File: src/rtl/decode_stage_if.sv
// Fetch-to-execute handshake bundle for decode_stage.
// Op vector width follows DECODE_RV32I_EXT_EN (13 ops when defined, 8 otherwise).
interface decode_stage_if;
`ifdef DECODE_RV32I_EXT_EN
    localparam int NOP = 13;
`else
    localparam int NOP = 8;
`endif

    logic            in_valid;
    logic            in_ready;
    logic [31:0]     in_instr;
    logic [31:0]     in_pc;

    logic            out_valid;
    logic            out_ready;
    logic [31:0]     out_pc;
    logic [NOP-1:0]  out_op;
    logic [4:0]      out_rd;
    logic [4:0]      out_rs1;
    logic [4:0]      out_rs2;
    logic [31:0]     out_imm;
    logic            out_illegal;
    logic            out_ebreak;

    // Master drives instructions in and accepts decoded bundles.
    modport master (
        output in_valid, in_instr, in_pc, out_ready,
        input  in_ready, out_valid, out_pc, out_op, out_rd, out_rs1, out_rs2,
               out_imm, out_illegal, out_ebreak
    );

    modport slave (
        input  in_valid, in_instr, in_pc, out_ready,
        output in_ready, out_valid, out_pc, out_op, out_rd, out_rs1, out_rs2,
               out_imm, out_illegal, out_ebreak
    );
endinterface

File: src/rtl/decode_stage.sv
// miniRV registered decode stage with ebreak halt FSM and saturating illegal counter.
// Optional macro DECODE_RV32I_EXT_EN adds sub/and/or/beq/jal decoding.
module decode_stage #(
    parameter int CNT_W           = 8,
    parameter bit HALT_ON_ILLEGAL = 1'b0
) (
    input  logic             clk,
    input  logic             rst_n,
    input  logic             resume,
    input  logic             cnt_clr,
    output logic             halted,
    output logic [CNT_W-1:0] illegal_cnt,
    decode_stage_if.slave    bus
);

`ifdef DECODE_RV32I_EXT_EN
    localparam int NOP = 13;
`else
    localparam int NOP = 8;
`endif

    localparam int OP_ADD  = 0;
    localparam int OP_ADDI = 1;
    localparam int OP_LUI  = 2;
    localparam int OP_LW   = 3;
    localparam int OP_LBU  = 4;
    localparam int OP_SW   = 5;
    localparam int OP_SB   = 6;
    localparam int OP_JALR = 7;
`ifdef DECODE_RV32I_EXT_EN
    localparam int OP_SUB  = 8;
    localparam int OP_AND  = 9;
    localparam int OP_OR   = 10;
    localparam int OP_BEQ  = 11;
    localparam int OP_JAL  = 12;
`endif

    localparam logic [31:0] EBREAK_WORD = 32'h0010_0073;

    typedef enum logic {RUN, HALTED} state_t;

    state_t state_q, state_d;

    function automatic logic [CNT_W-1:0] sat_inc(input logic [CNT_W-1:0] v);
        return (&v) ? v : v + {{(CNT_W-1){1'b0}}, 1'b1};
    endfunction

    logic [6:0] opcode;
    logic [2:0] f3;
    logic [6:0] f7;
    assign opcode = bus.in_instr[6:0];
    assign f3     = bus.in_instr[14:12];
    assign f7     = bus.in_instr[31:25];

    logic [NOP-1:0]     op_p0;
    logic signed [31:0] imm_p0;
    logic               illegal_p0;
    logic               ebreak_p0;

    logic signed [31:0] imm_i, imm_s, imm_u;
`ifdef DECODE_RV32I_EXT_EN
    logic signed [31:0] imm_b, imm_j;
`endif

    always_comb begin
        imm_i = {{20{bus.in_instr[31]}}, bus.in_instr[31:20]};
        imm_s = {{20{bus.in_instr[31]}}, bus.in_instr[31:25], bus.in_instr[11:7]};
        imm_u = {bus.in_instr[31:12], 12'b0};
`ifdef DECODE_RV32I_EXT_EN
        imm_b = {{19{bus.in_instr[31]}}, bus.in_instr[31], bus.in_instr[7],
                 bus.in_instr[30:25], bus.in_instr[11:8], 1'b0};
        imm_j = {{11{bus.in_instr[31]}}, bus.in_instr[31], bus.in_instr[19:12],
                 bus.in_instr[20], bus.in_instr[30:21], 1'b0};
`endif
    end

    always_comb begin
        op_p0 = '0;
        case (opcode)
            7'b0110011: begin
                if (f3 == 3'b000 && f7 == 7'b0000000) op_p0[OP_ADD] = 1'b1;
`ifdef DECODE_RV32I_EXT_EN
                if (f3 == 3'b000 && f7 == 7'b0100000) op_p0[OP_SUB] = 1'b1;
                if (f3 == 3'b111 && f7 == 7'b0000000) op_p0[OP_AND] = 1'b1;
                if (f3 == 3'b110 && f7 == 7'b0000000) op_p0[OP_OR]  = 1'b1;
`endif
            end
            7'b0010011: if (f3 == 3'b000) op_p0[OP_ADDI] = 1'b1;
            7'b0110111: op_p0[OP_LUI] = 1'b1;
            7'b0000011: begin
                if (f3 == 3'b010) op_p0[OP_LW]  = 1'b1;
                if (f3 == 3'b100) op_p0[OP_LBU] = 1'b1;
            end
            7'b0100011: begin
                if (f3 == 3'b010) op_p0[OP_SW] = 1'b1;
                if (f3 == 3'b000) op_p0[OP_SB] = 1'b1;
            end
            7'b1100111: if (f3 == 3'b000) op_p0[OP_JALR] = 1'b1;
`ifdef DECODE_RV32I_EXT_EN
            7'b1100011: if (f3 == 3'b000) op_p0[OP_BEQ] = 1'b1;
            7'b1101111: op_p0[OP_JAL] = 1'b1;
`endif
            default: op_p0 = '0;
        endcase
    end

    assign ebreak_p0  = (bus.in_instr == EBREAK_WORD);
    assign illegal_p0 = (op_p0 == '0) & ~ebreak_p0;

    // Illegal and ebreak words fall through every branch and leave imm at zero.
    always_comb begin
        imm_p0 = '0;
        if (op_p0[OP_ADDI] | op_p0[OP_LW] | op_p0[OP_LBU] | op_p0[OP_JALR])
            imm_p0 = imm_i;
        else if (op_p0[OP_SW] | op_p0[OP_SB])
            imm_p0 = imm_s;
        else if (op_p0[OP_LUI])
            imm_p0 = imm_u;
`ifdef DECODE_RV32I_EXT_EN
        else if (op_p0[OP_BEQ])
            imm_p0 = imm_b;
        else if (op_p0[OP_JAL])
            imm_p0 = imm_j;
`endif
    end

    logic accept;
    logic vld_p1;

    assign bus.in_ready = (~vld_p1 | bus.out_ready) & (state_q == RUN);
    assign accept       = bus.in_valid & bus.in_ready;

    // ---- stage p0 -> p1: output register ----
    logic [31:0]        pc_p1;
    logic [NOP-1:0]     op_p1;
    logic [4:0]         rd_p1, rs1_p1, rs2_p1;
    logic signed [31:0] imm_p1;
    logic               illegal_p1, ebreak_p1;

    always_ff @(posedge clk) begin
        if (!rst_n) begin
            vld_p1     <= 1'b0;
            pc_p1      <= '0;
            op_p1      <= '0;
            rd_p1      <= '0;
            rs1_p1     <= '0;
            rs2_p1     <= '0;
            imm_p1     <= '0;
            illegal_p1 <= 1'b0;
            ebreak_p1  <= 1'b0;
        end else if (accept) begin
            vld_p1     <= 1'b1;
            pc_p1      <= bus.in_pc;
            op_p1      <= op_p0;
            rd_p1      <= bus.in_instr[11:7];
            rs1_p1     <= bus.in_instr[19:15];
            rs2_p1     <= bus.in_instr[24:20];
            imm_p1     <= imm_p0;
            illegal_p1 <= illegal_p0;
            ebreak_p1  <= ebreak_p0;
        end else if (bus.out_ready) begin
            vld_p1     <= 1'b0;
        end
    end

    assign bus.out_valid   = vld_p1;
    assign bus.out_pc      = pc_p1;
    assign bus.out_op      = op_p1;
    assign bus.out_rd      = rd_p1;
    assign bus.out_rs1     = rs1_p1;
    assign bus.out_rs2     = rs2_p1;
    assign bus.out_imm     = imm_p1;
    assign bus.out_illegal = illegal_p1;
    assign bus.out_ebreak  = ebreak_p1;

    always_ff @(posedge clk) begin
        if (!rst_n) state_q <= RUN;
        else        state_q <= state_d;
    end

    always_comb begin
        state_d = state_q;
        case (state_q)
            RUN: begin
                if (accept && (ebreak_p0 || (HALT_ON_ILLEGAL && illegal_p0)))
                    state_d = HALTED;
            end
            HALTED: begin
                if (resume) state_d = RUN;
            end
            default: state_d = RUN;
        endcase
    end

    assign halted = (state_q == HALTED);

    always_ff @(posedge clk) begin
        if (!rst_n)                   illegal_cnt <= '0;
        else if (cnt_clr)             illegal_cnt <= '0;
        else if (accept && illegal_p0) illegal_cnt <= sat_inc(illegal_cnt);
    end

endmodule

File: src/flat_wrapper.sv
// flat-port wrapper written by rule: the top's interface ports become plain ports
module decode_stage_flat 
#(
    parameter int CNT_W           = 8,
    parameter bit HALT_ON_ILLEGAL = 1'b0
)
  (clk, rst_n, resume, cnt_clr, halted, illegal_cnt, bus_in_valid, bus_in_instr, bus_in_pc, bus_out_ready, bus_in_ready, bus_out_valid, bus_out_pc, bus_out_op, bus_out_rd, bus_out_rs1, bus_out_rs2, bus_out_imm, bus_out_illegal, bus_out_ebreak);
  decode_stage_if bus_i ();
  input  logic clk;
  input  logic rst_n;
  input  logic resume;
  input  logic cnt_clr;
  output logic halted;
  output logic [CNT_W-1:0] illegal_cnt;
  input wire logic [$bits(bus_i.in_valid)-1:0] bus_in_valid;
  input wire logic [$bits(bus_i.in_instr)-1:0] bus_in_instr;
  input wire logic [$bits(bus_i.in_pc)-1:0] bus_in_pc;
  input wire logic [$bits(bus_i.out_ready)-1:0] bus_out_ready;
  output wire logic [$bits(bus_i.in_ready)-1:0] bus_in_ready;
  output wire logic [$bits(bus_i.out_valid)-1:0] bus_out_valid;
  output wire logic [$bits(bus_i.out_pc)-1:0] bus_out_pc;
  output wire logic [$bits(bus_i.out_op)-1:0] bus_out_op;
  output wire logic [$bits(bus_i.out_rd)-1:0] bus_out_rd;
  output wire logic [$bits(bus_i.out_rs1)-1:0] bus_out_rs1;
  output wire logic [$bits(bus_i.out_rs2)-1:0] bus_out_rs2;
  output wire logic [$bits(bus_i.out_imm)-1:0] bus_out_imm;
  output wire logic [$bits(bus_i.out_illegal)-1:0] bus_out_illegal;
  output wire logic [$bits(bus_i.out_ebreak)-1:0] bus_out_ebreak;
  assign bus_i.in_valid = bus_in_valid;
  assign bus_i.in_instr = bus_in_instr;
  assign bus_i.in_pc = bus_in_pc;
  assign bus_i.out_ready = bus_out_ready;
  assign bus_in_ready = bus_i.in_ready;
  assign bus_out_valid = bus_i.out_valid;
  assign bus_out_pc = bus_i.out_pc;
  assign bus_out_op = bus_i.out_op;
  assign bus_out_rd = bus_i.out_rd;
  assign bus_out_rs1 = bus_i.out_rs1;
  assign bus_out_rs2 = bus_i.out_rs2;
  assign bus_out_imm = bus_i.out_imm;
  assign bus_out_illegal = bus_i.out_illegal;
  assign bus_out_ebreak = bus_i.out_ebreak;
  decode_stage #(.CNT_W(CNT_W), .HALT_ON_ILLEGAL(HALT_ON_ILLEGAL)) u_core (.clk(clk), .rst_n(rst_n), .resume(resume), .cnt_clr(cnt_clr), .halted(halted), .illegal_cnt(illegal_cnt), .bus(bus_i));
endmodule
File: config.mk
export PLATFORM = sky130hd
export DESIGN_NAME = decode_stage_flat
export DESIGN_NICKNAME = d
export VERILOG_FILES = /design/src/rtl/decode_stage_if.sv /design/src/rtl/decode_stage.sv /design/src/flat_wrapper.sv
export SDC_FILE = /design/constraint.sdc
export NUM_CORES = 1
export LEC_CHECK = 0
export CORE_MARGIN = 3
export CORE_UTILIZATION = 46
export DETAILED_ROUTE_END_ITERATION = 7
export PLACE_DENSITY = 0.9
export SETUP_SLACK_MARGIN = 0.3
export SLEW_MARGIN = 5
export SYNTH_ARGS = -nofsm -noshare
export SYNTH_HDL_FRONTEND = slang
export SYNTH_SLANG_ARGS = --single-unit
File: constraint.sdc
create_clock -name clk -period 4.71 [get_ports clk]
set_input_delay 0.7065 -clock clk [delete_from_list [all_inputs] [get_ports clk]]
set_output_delay 0.7065 -clock clk [all_outputs]
set_load 0.03 [all_outputs]
==> reports/metrics.yaml, run 1 <==
port_buffers: 169
ys_types: 47
cts_max_level: 3
start_util: 0.481
antenna_found_initial: 0
min_path_cells: 2
crit_start: "bus_out_ready"
grt.overflow.total: 0
cap_violations: 0
skew_ns: 0.00840
gp_congestion: 0.817
clockBufferDepth: 2
whs_ns: 0.470
start_kind: "primary input"
end_kind: "primary output"
critPathKind: "in2out"
via_count: 4062
cp_max_fo: 3
p_sw_uw: 512
synth_seq_cells: 99
ys.flop_type: "dfxtp_1"
ir_drop_uv: 175
syn_nets: 557
cts_tree: "yes"
track_usage: 0.248
hp-class: "reg2reg"
rows: 33
power.internal_mw: 1.28
stdcell_count: 746
reg2reg_depth: 6
cts.sinks: 99
clk_pin_slew_ns: 0.10
ant_nets: 0
core-area_um2: 8380
routedWlPerCell_um: 16.8
slew_headroom: 0.415
clock-root-buffer: "clkbuf_8"
mostFrequentLayoutCell: "clkdlybuf4s50_1"
cts_resized: 0
min_period_ns: 2.84
hold_viol: 0
layout.nets: 707
hp-start: "u_core.bus.out_imm[10]$_SDFFE_PN0P_"
synth-edff-count: 0
power.density_nw_per_um2: 301
layout_common_cells: "168 x clkdlybuf4s50_1, 135 x nand2_1, 99 x dfxtp_1"
fillCellCount: 672
clkPwrFrac: 0.306
cts_buffers: 9
drc: 0
avgViaCountPerCell: 5.45
die_w_um: 99.6
worst-endpoint-required_ns: 4.00
antennaDiodeCount: 0
die_y_um: 99.6
power_mw: 1.79
yosysWarnings: 0
avgSynthCellArea_um2: 8.30
grt_pass1_vias: 3945
drv_slew: 0
dp.final_hpwl_um: 9020
post-cts-setup-buffer-count: 0
worstSkewPairLatency_ns: 0.36
dr.pass1.iters: 5
async_flop_share: 0
power_frac_comb: 0.192
timing.rr.start: "u_core.bus.out_valid$_SDFFE_PN0P_"
swShare: 0.286
tightest_slew_ns: 0.874
grt_setup_unrepaired: "false"
finalSetupTns_ns: 0
grt_pass1_wl_um: 19900
fin_crit_sh: 0.602
p_seq_frac: 0.501
arrival_ns: 2.13
p_leak_nw: 2.10
drt-total-wl_um: 12600
fmax_mhz: 353
grt_start_max_net_pins: 86
initialDrtViolationCount: 238
status: "finished, final reports clean"
dieArea_um2: 9930
holdBufCountCts: 0
synth_cells: 486
netlist_area_um2: 4030
place_inst: 730
layout-drive-gt1-share: 0.0452
ys_seq_area_frac: 0.491
utilization: 0.709
setup_viol: 0
ios: 170
syn2layout_area_growth_pct: 47.4
-- final timing paths --
| path | to | slack [ns] |
|---|---|---|
| setup / recovery | bus_in_ready | 1.87 |
| hold / removal | u_core.bus.out_imm[10]$_SDFFE_PN0P_ | 0.47 |
| setup reg to reg | u_core.bus.out_imm[5]$_SDFFE_PN0P_ | 2.63 |
| hold reg to reg | u_core.bus.out_imm[10]$_SDFFE_PN0P_ | 0.47 |
-- final cells by class --
class,count,area (um^2),area share
Clock inverter,5,63.8,0.0107
Clock buffer,11,131,0.0221
Sequential cell,99,1980,0.333
Timing Repair Buffer,173,1720,0.289
Multi-Input combinational cell,352,1920,0.322
Inverter,1,3.75,0.000631
Tap cell,105,131,0.0221
-- metal layers --
layer | share of wire | global-route usage | up-vias
met3 | 0.065 | 0.0456 | 24
met4 | 0.023 | 0.0924 | 0
met1 | 0.41 | 0.314 | 1909
met5 | 0 | 0 | -
met2 | 0.50 | 0.420 | 160
li1 | - | - | 1969
-- registers in the layout, indices dropped and copies added, names as in the netlist --
register and flops:
u_core.bus.out_rs1 5, u_core.bus.out_pc 32, u_core.bus.out_imm 32, u_core.bus.out_ebreak 1
u_core.bus.out_op 8, u_core.bus.out_valid 1, u_core.bus.out_rd 5, u_core.bus.out_illegal 1
u_core.illegal_cnt 8, u_core.halted 1, u_core.bus.out_rs2 5
-- through the flow --
stage          setup slack [ns]  cell area, um^2
6_report                   1.87             5940
5_1_grt                    1.84             5940
4_1_cts                    1.87             5940
3_5_place_dp               1.79             5750
3_3_place_gp               1.81             5750
2_1_floorplan              2.52             4030
-- worst max-delay path: stages --
cell             delay, ns
clkdlybuf4s50_1       0.51
nor2b_4               0.06
nor2_1                0.15
clkdlybuf4s50_1       0.70
-- cell families after synthesis --
kind of cell    share of synthesized area
compound gates                      0.228
xor+xnor                          0.00217
fa+ha+maj                         0.00310
buf+inv                            0.0357
flops                               0.491
simple gates                        0.239
-- synthesized netlist by cell type (3+ instances only) --
library cell  count  area share
nand4b_1          3      0.0065
a221oi_1          5       0.011
dfxtp_1          99        0.49
and3_1            5      0.0078
o21ai_0          29       0.036
buf_2             4      0.0050
nor2_1           15       0.014
nand4_1           3      0.0047
nand2_1         136        0.13
nand3_1          14       0.017
nor4_1            5      0.0078
nor2b_1           7       0.011
clkbuf_1         24       0.022
a21oi_1          26       0.032
buf_1             5      0.0047
a21boi_0         59        0.11
nor3_1            8      0.0099
-- power groups by stage --
stage | combinational (mW) | sequential (mW) | clock, mW
4_1_cts | 0.344 | 0.896 | 0.556
6_report | 0.344 | 0.896 | 0.547
2_1_floorplan | 0.0941 | 0.989 | 0
3_3_place_gp | 0.337 | 0.913 | 0
3_5_place_dp | 0.342 | 0.915 | 0
5_1_grt | 0.366 | 0.901 | 0.588
Note: power is estimated with default switching activity, not from simulation.
==> run 2, diff against run 1 <==
--- a/config.mk
+++ b/config.mk
@@ -6,9 +6,9 @@
 export NUM_CORES = 1
 export LEC_CHECK = 0
 export CORE_MARGIN = 3
-export CORE_UTILIZATION = 46
+export CORE_UTILIZATION = 38
 export DETAILED_ROUTE_END_ITERATION = 7
-export PLACE_DENSITY = 0.9
+export PLACE_DENSITY = 0.8
 export SETUP_SLACK_MARGIN = 0.3
 export SLEW_MARGIN = 5
 export SYNTH_ARGS = -nofsm -noshare
==> constraint.sdc (replaced) <==
create_clock -name clk -period 2.6 [get_ports clk]
set_input_delay 0.39 -clock clk [delete_from_list [all_inputs] [get_ports clk]]
set_output_delay 0.39 -clock clk [all_outputs]
set_load 0.03 [all_outputs]
==> run 2 against run 1 <==
Effect of this change: non-clock buffer count is 15 higher; clock power increased by 110%; via count rose by 0.76%; highest routed layer unchanged; register-to-register slack worse by 2.0 ns; first-iteration DRC count is 50% higher; count of clock-buffer cells in the layout decreased by 2; power up 90%; cell count increased by 5.8%; core utilization down 9.8 points; clock skew down 0.00098 ns.
==> reports/metrics.yaml, run 2 (same netlist as run 1, synthesis figures left out) <==
cts_resized: 0  # unchanged
finalSetupTns_ns: 0  # unchanged
clockBufferDepth: 2  # unchanged
grt.overflow.total: 0  # unchanged
place_inst: 773  # +5.9%
dr.pass1.iters: 5  # unchanged
crit_path_cell_trace: "clkdlybuf4s50_1, nor2b_4, nor2_1, clkdlybuf4s50_1"
cp_max_fo: 3  # unchanged
p_leak_nw: 2.20  # +4.6%
avgViaCountPerCell: 5.19  # -4.7%
start_util: 0.401  # -0.0796
syn2layout_area_growth_pct: 52.2
cap_violations: 0  # unchanged
p_sw_uw: 972  # +90%
track_usage: 0.217  # -0.0312
post-cts-setup-buffer-count: 0  # unchanged
worstSkewPairLatency_ns: 0.36  # about the same
dieArea_um2: 11900  # +20%
clock-root-buffer: "clkbuf_8"
via_count: 4093  # +0.76%
cts.sinks: 99  # unchanged
power_mw: 3.40  # +90%
initialDrtViolationCount: 358  # +50%
layout_common_cells: "168 x clkdlybuf4s50_1, 135 x nand2_1, 99 x dfxtp_1"
cts_tree: "yes"
routedWlPerCell_um: 16.5  # -2.2%
power.density_nw_per_um2: 554  # +84%
die_y_um: 109  # +9.4%
power_frac_comb: 0.189  # -0.003
hold_viol: 0  # unchanged
swShare: 0.286  # -0.000831
status: "finished, final reports clean"
die_w_um: 109  # +9.4%
gp_congestion: 0.832  # +1.9%
ir_drop_uv: 370  # +110%
layout-drive-gt1-share: 0.0701  # +0.0249
port_buffers: 169  # unchanged
clk_pin_slew_ns: 0.10  # about the same
setup_viol: 0  # unchanged
drc: 0  # unchanged
arrival_ns: 1.82  # -0.31 ns
tightest_slew_ns: 0.606  # -0.268 ns
antennaDiodeCount: 0  # unchanged
fillCellCount: 873  # +30%
mostFrequentLayoutCell: "clkdlybuf4s50_1"
core-area_um2: 10000  # +20%
stdcell_count: 789  # +5.8%
grt_pass1_vias: 3909  # -0.91%
drv_slew: 0  # unchanged
cts_max_level: 3  # unchanged
max_stage_delay_ns: 0.71  # about the same
power.internal_mw: 2.43  # +91%
hp-class: "in2reg"
grt_pass1_wl_um: 20200  # +1.7%
end_kind: "primary output"
grt_start_max_net_pins: 73  # -15%
ios: 170  # unchanged
min_period_ns: 2.21
worst-endpoint-required_ns: 2.21  # -1.79 ns
clkPwrFrac: 0.334  # +0.028
start_kind: "primary input"
dp.final_hpwl_um: 9660  # +7.0%
critPathKind: "in2out"
holdBufCountCts: 0  # unchanged
cp_common_cell: "clkdlybuf4s50_1"
cts_buffers: 9  # unchanged
p_seq_frac: 0.477  # -0.024
drt-total-wl_um: 13000  # +3.5%
layout.nets: 722  # +2.1%
grt_setup_unrepaired: "false"
final_area_um2: 6140  # +3.3%
slowest_stage: "clkdlybuf4s50_1"
skew_ns: 0.00742  # -0.000984 ns
rows: 36  # +9.1%
ant_nets: 0  # unchanged
place_area_um2: 5910  # +2.8%
slew_headroom: 0.595  # +0.180
fin_crit_sh: 0.852
fmax_mhz: 452
antenna_found_initial: 0  # unchanged
==> run 2: cell count changes in the layout (fill, tap and decap cells not counted) <==
cell | previous run | this run
buf_4 | 4 | 18
bufinv_16 | 1 | 2
inv_8 | 0 | 1
clkinv_4 | 3 | 1
clkbuf_1 | 2 | 0
buf_12 | 0 | 1
inv_6 | 0 | 2
==> run 2: worst paths after layout <==
| path | from | to | slack [ns] | cells after the start |
|---|---|---|---|---|
| max reg2reg | u_core.bus.out_valid$_SDFFE_PN0P_ | u_core.bus.out_imm[9]$_SDFFE_PN0P_ | 0.66 | 6 |
| min reg2reg | u_core.bus.out_pc[1]$_SDFFE_PN0P_ | u_core.bus.out_pc[1]$_SDFFE_PN0P_ | 0.47 | 2 |
| min | rst_n | u_core.bus.out_imm[1]$_SDFFE_PN0P_ | 0.45 | 3 |
| max | bus_out_ready | bus_in_ready | 0.39 | 4 |
==> run 2: critical path: cells and delay by family <==
kind / cells / cell delay [ns]
buffers and inverters: 2 / 1.22
and+or+nand+nor: 2 / 0.21
==> run 2: final cells by class <==
type,instances,area (um^2),share of cell area
flip-flops and latches,99,1980,0.323
repair buffers,188,1840,0.300
multi-input cells,352,1920,0.312
inverters,1,3.75,0.000611
clock buffers,9,124,0.0202
clock inverters,7,105,0.0171
well taps,133,166,0.0271
==> run 2: power groups by stage <==
stage / sequential [mW] / clock [mW] / combinational [mW]
after detailed placement: 1.66 / 0 / 0.641
after floorplan: 1.79 / 0 / 0.170
after global placement: 1.65 / 0 / 0.633
after global routing: 1.63 / 1.23 / 0.686
final: 1.62 / 1.14 / 0.643
after CTS: 1.62 / 1.16 / 0.644
==> run 2: routing by layer <==
layer  share of wire  track usage  routed length, um
met3           0.076       0.0562                992
met4           0.021       0.0712                278
met2            0.47        0.340               6100
met1            0.43        0.291               5640
met5               0            0                  0
==> run 2: per-stage QoR <==
stage / util / hold WS (ns) / setup WS (ns)
after floorplan: - / 0.529 / 0.666
after global placement: 0.588 / 0.450 / 0.110
after detailed placement: 0.588 / 0.456 / 0.0713
after CTS: 0.611 / 0.435 / 0.380
after global routing: 0.611 / 0.462 / 0.307
final: 0.611 / 0.453 / 0.386
==> run 3, diff against run 2 <==
--- a/config.mk
+++ b/config.mk
@@ -6,9 +6,11 @@
 export NUM_CORES = 1
 export LEC_CHECK = 0
 export CORE_MARGIN = 3
-export CORE_UTILIZATION = 38
+export CORE_UTILIZATION = 56
+export CTS_CLUSTER_SIZE = 28
 export DETAILED_ROUTE_END_ITERATION = 7
-export PLACE_DENSITY = 0.8
+export DONT_BUFFER_PORTS = 1
+export PLACE_DENSITY = 0.78
 export SETUP_SLACK_MARGIN = 0.3
 export SLEW_MARGIN = 5
 export SYNTH_ARGS = -nofsm -noshare
==> run 3 against run 2 <==
Effect of this change: clock skew is essentially flat; critical endpoint is now u_core.illegal_cnt[5]$_SDFFE_PP0P_; flip-flop and latch count stayed put; combinational power fell by 71%; power shrank 11%.
==> reports/metrics.yaml, run 3 (same netlist as run 1, synthesis figures left out) <==
arrival_ns: 2.32  # +0.50 ns
hp-class: "in2reg"
grt_pass1_vias: 3189  # -18%
cp_max_fo: 8  # +5
worst-endpoint-required_ns: 2.87  # +0.66 ns
end_kind: "register"
cap_violations: 0  # unchanged
finalSetupTns_ns: 0  # unchanged
clk_pin_slew_ns: 0.09  # about the same
grt.overflow.total: 0  # unchanged
ant_nets: 0  # unchanged
cts.sinks: 99  # unchanged
status: "finished, final reports clean"
drv_slew: 0  # unchanged
setup_ws_ns: 0.557  # +0.171 ns
antenna_found_initial: 0  # unchanged
initialDrtViolationCount: 180  # -50%
die_y_um: 90.9  # -17%
power.density_nw_per_um2: 707  # +28%
drc: 0  # unchanged
crit_path_cell_trace: "nor2b_4, nor3b_4, o31ai_1, a211o_1, or4_1, a21oi_1"
fin_crit_sh: 0.786  # -0.0657
routedWlPerCell_um: 18.0  # +9.4%
pre_cts_ws_ns: 0.495  # +0.424 ns
dr.pass1.iters: 4  # -1
die_w_um: 90.9  # -17%
worstSkewPairLatency_ns: 0.34  # -0.02 ns
start_kind: "register"
hold_viol: 0  # unchanged
cpLargestDelayFamily: "simple AND/OR/NAND/NOR gates"
track_usage: 0.245  # +0.0280
fillCellCount: 617  # -29%
grt_setup_unrepaired: "false"
cts_buffers: 9  # unchanged
skew_ns: 0.00788  # +0.000465 ns
rows: 30  # -17%
power_mw: 3.02  # -11%
slowest_stage: "or4_1"
post-cts-setup-buffer-count: 0  # unchanged
dieArea_um2: 8260  # -31%
grt_pass1_wl_um: 16400  # -19%
layout_common_cells: "135 x nand2_1, 99 x dfxtp_1, 59 x a21boi_0"
crit_start: "u_core.bus.out_valid$_SDFFE_PN0P_"
timing.rr.start: "u_core.bus.out_valid$_SDFFE_PN0P_"
slew_headroom: 0.415  # -0.181
port_buffers: 0  # -100%
syn2layout_area_growth_pct: 6.05
grt_start_max_net_pins: 94  # +29%
layout.nets: 539  # -25%
via_count: 3345  # -18%
tightest_slew_ns: 0.878  # +0.272 ns
fmax_mhz: 489  # +8.4%
cts_tree: "yes"
dp.final_hpwl_um: 7240  # -25%
cp_num_buf_inv: 0  # -2
min_period_ns: 2.04  # -0.171 ns
p_leak_nw: 1.50  # -32%
drt-total-wl_um: 10200  # -21%
core-area_um2: 6910  # -31%
gp_congestion: 0.798  # -4.1%
avgViaCountPerCell: 5.89  # +14%
clockBufferDepth: 2  # unchanged
layout-drive-gt1-share: 0.0657  # -0.00444
max_stage_delay_ns: 0.52  # -0.19 ns
critPathKind: "reg2reg"
hp-start: "rst_n"
cts_resized: 0  # unchanged
ios: 170  # unchanged
ir_drop_uv: 386  # +4.4%
clock-root-buffer: "clkbuf_8"
start_util: 0.584  # +0.182
cts_max_level: 3  # unchanged
setup_viol: 0  # unchanged
mostFrequentLayoutCell: "nand2_1"
holdBufCountCts: 0  # unchanged
antennaDiodeCount: 0  # unchanged
==> run 3: metrics by stage <==
stage	util	std cells	instance area (um^2)	hold WS, ns
floorplan	-	486	4030	0.529
CTS	0.619	568	4280	0.149
detailed placement	0.588	553	4060	0.519
global route	0.619	568	4280	0.162
finish	0.619	568	4280	0.166
global placement	0.588	553	4060	0.514
==> run 3: power by group <==
group / total (mW) / switching, mW / internal [mW]
registers: 1.77 / 0.188 / 1.59
logic: 0.185 / 0.112 / 0.0727
clock network: 1.06 / 0.523 / 0.541
total: 3.02 / 0.823 / 2.20
==> run 3: final cells by class <==
| cell class | instances | area, um^2 | share of cell area |
|---|---|---|---|
| sequential | 99 | 1980 | 0.463 |
| inverter | 1 | 3.75 | 0.000878 |
| clock inverter | 6 | 90.1 | 0.0211 |
| clock buffer | 9 | 124 | 0.0290 |
| tap | 96 | 120 | 0.0281 |
| multi-input combinational | 352 | 1920 | 0.449 |
| timing repair buffer | 5 | 37.5 | 0.00878 |
==> run 3: worst register-to-register path: stages (launching register included) <==
cell and delay, ns:
dfxtp_1 0.42, nor2b_4 0.19, nor3b_4 0.20, o31ai_1 0.14, a211o_1 0.35, or4_1 0.52, a21oi_1 0.15
==> run 3: per-layer routing <==
metal | vias up | wire (um) | share of wire | global-route usage
met5 | - | 0 | 0 | 0
met4 | 0 | 172 | 0.017 | 0.0867
met2 | 168 | 4760 | 0.46 | 0.397
met3 | 13 | 1310 | 0.13 | 0.102
li1 | 1636 | - | - | -
met1 | 1528 | 4000 | 0.39 | 0.291
==> run 3: worst paths after layout <==
kind | endpoint | slack [ns] | depth (start not counted)
worst max-delay path | u_core.illegal_cnt[5]$_SDFFE_PP0P_ | 0.56 | 6
worst min-delay path | u_core.halted$_SDFF_PN0_ | 0.17 | 1
worst max register to register | u_core.illegal_cnt[5]$_SDFFE_PP0P_ | 0.56 | 6
worst min register to register | u_core.bus.out_rs2[4]$_SDFFE_PN0P_ | 0.61 | 2
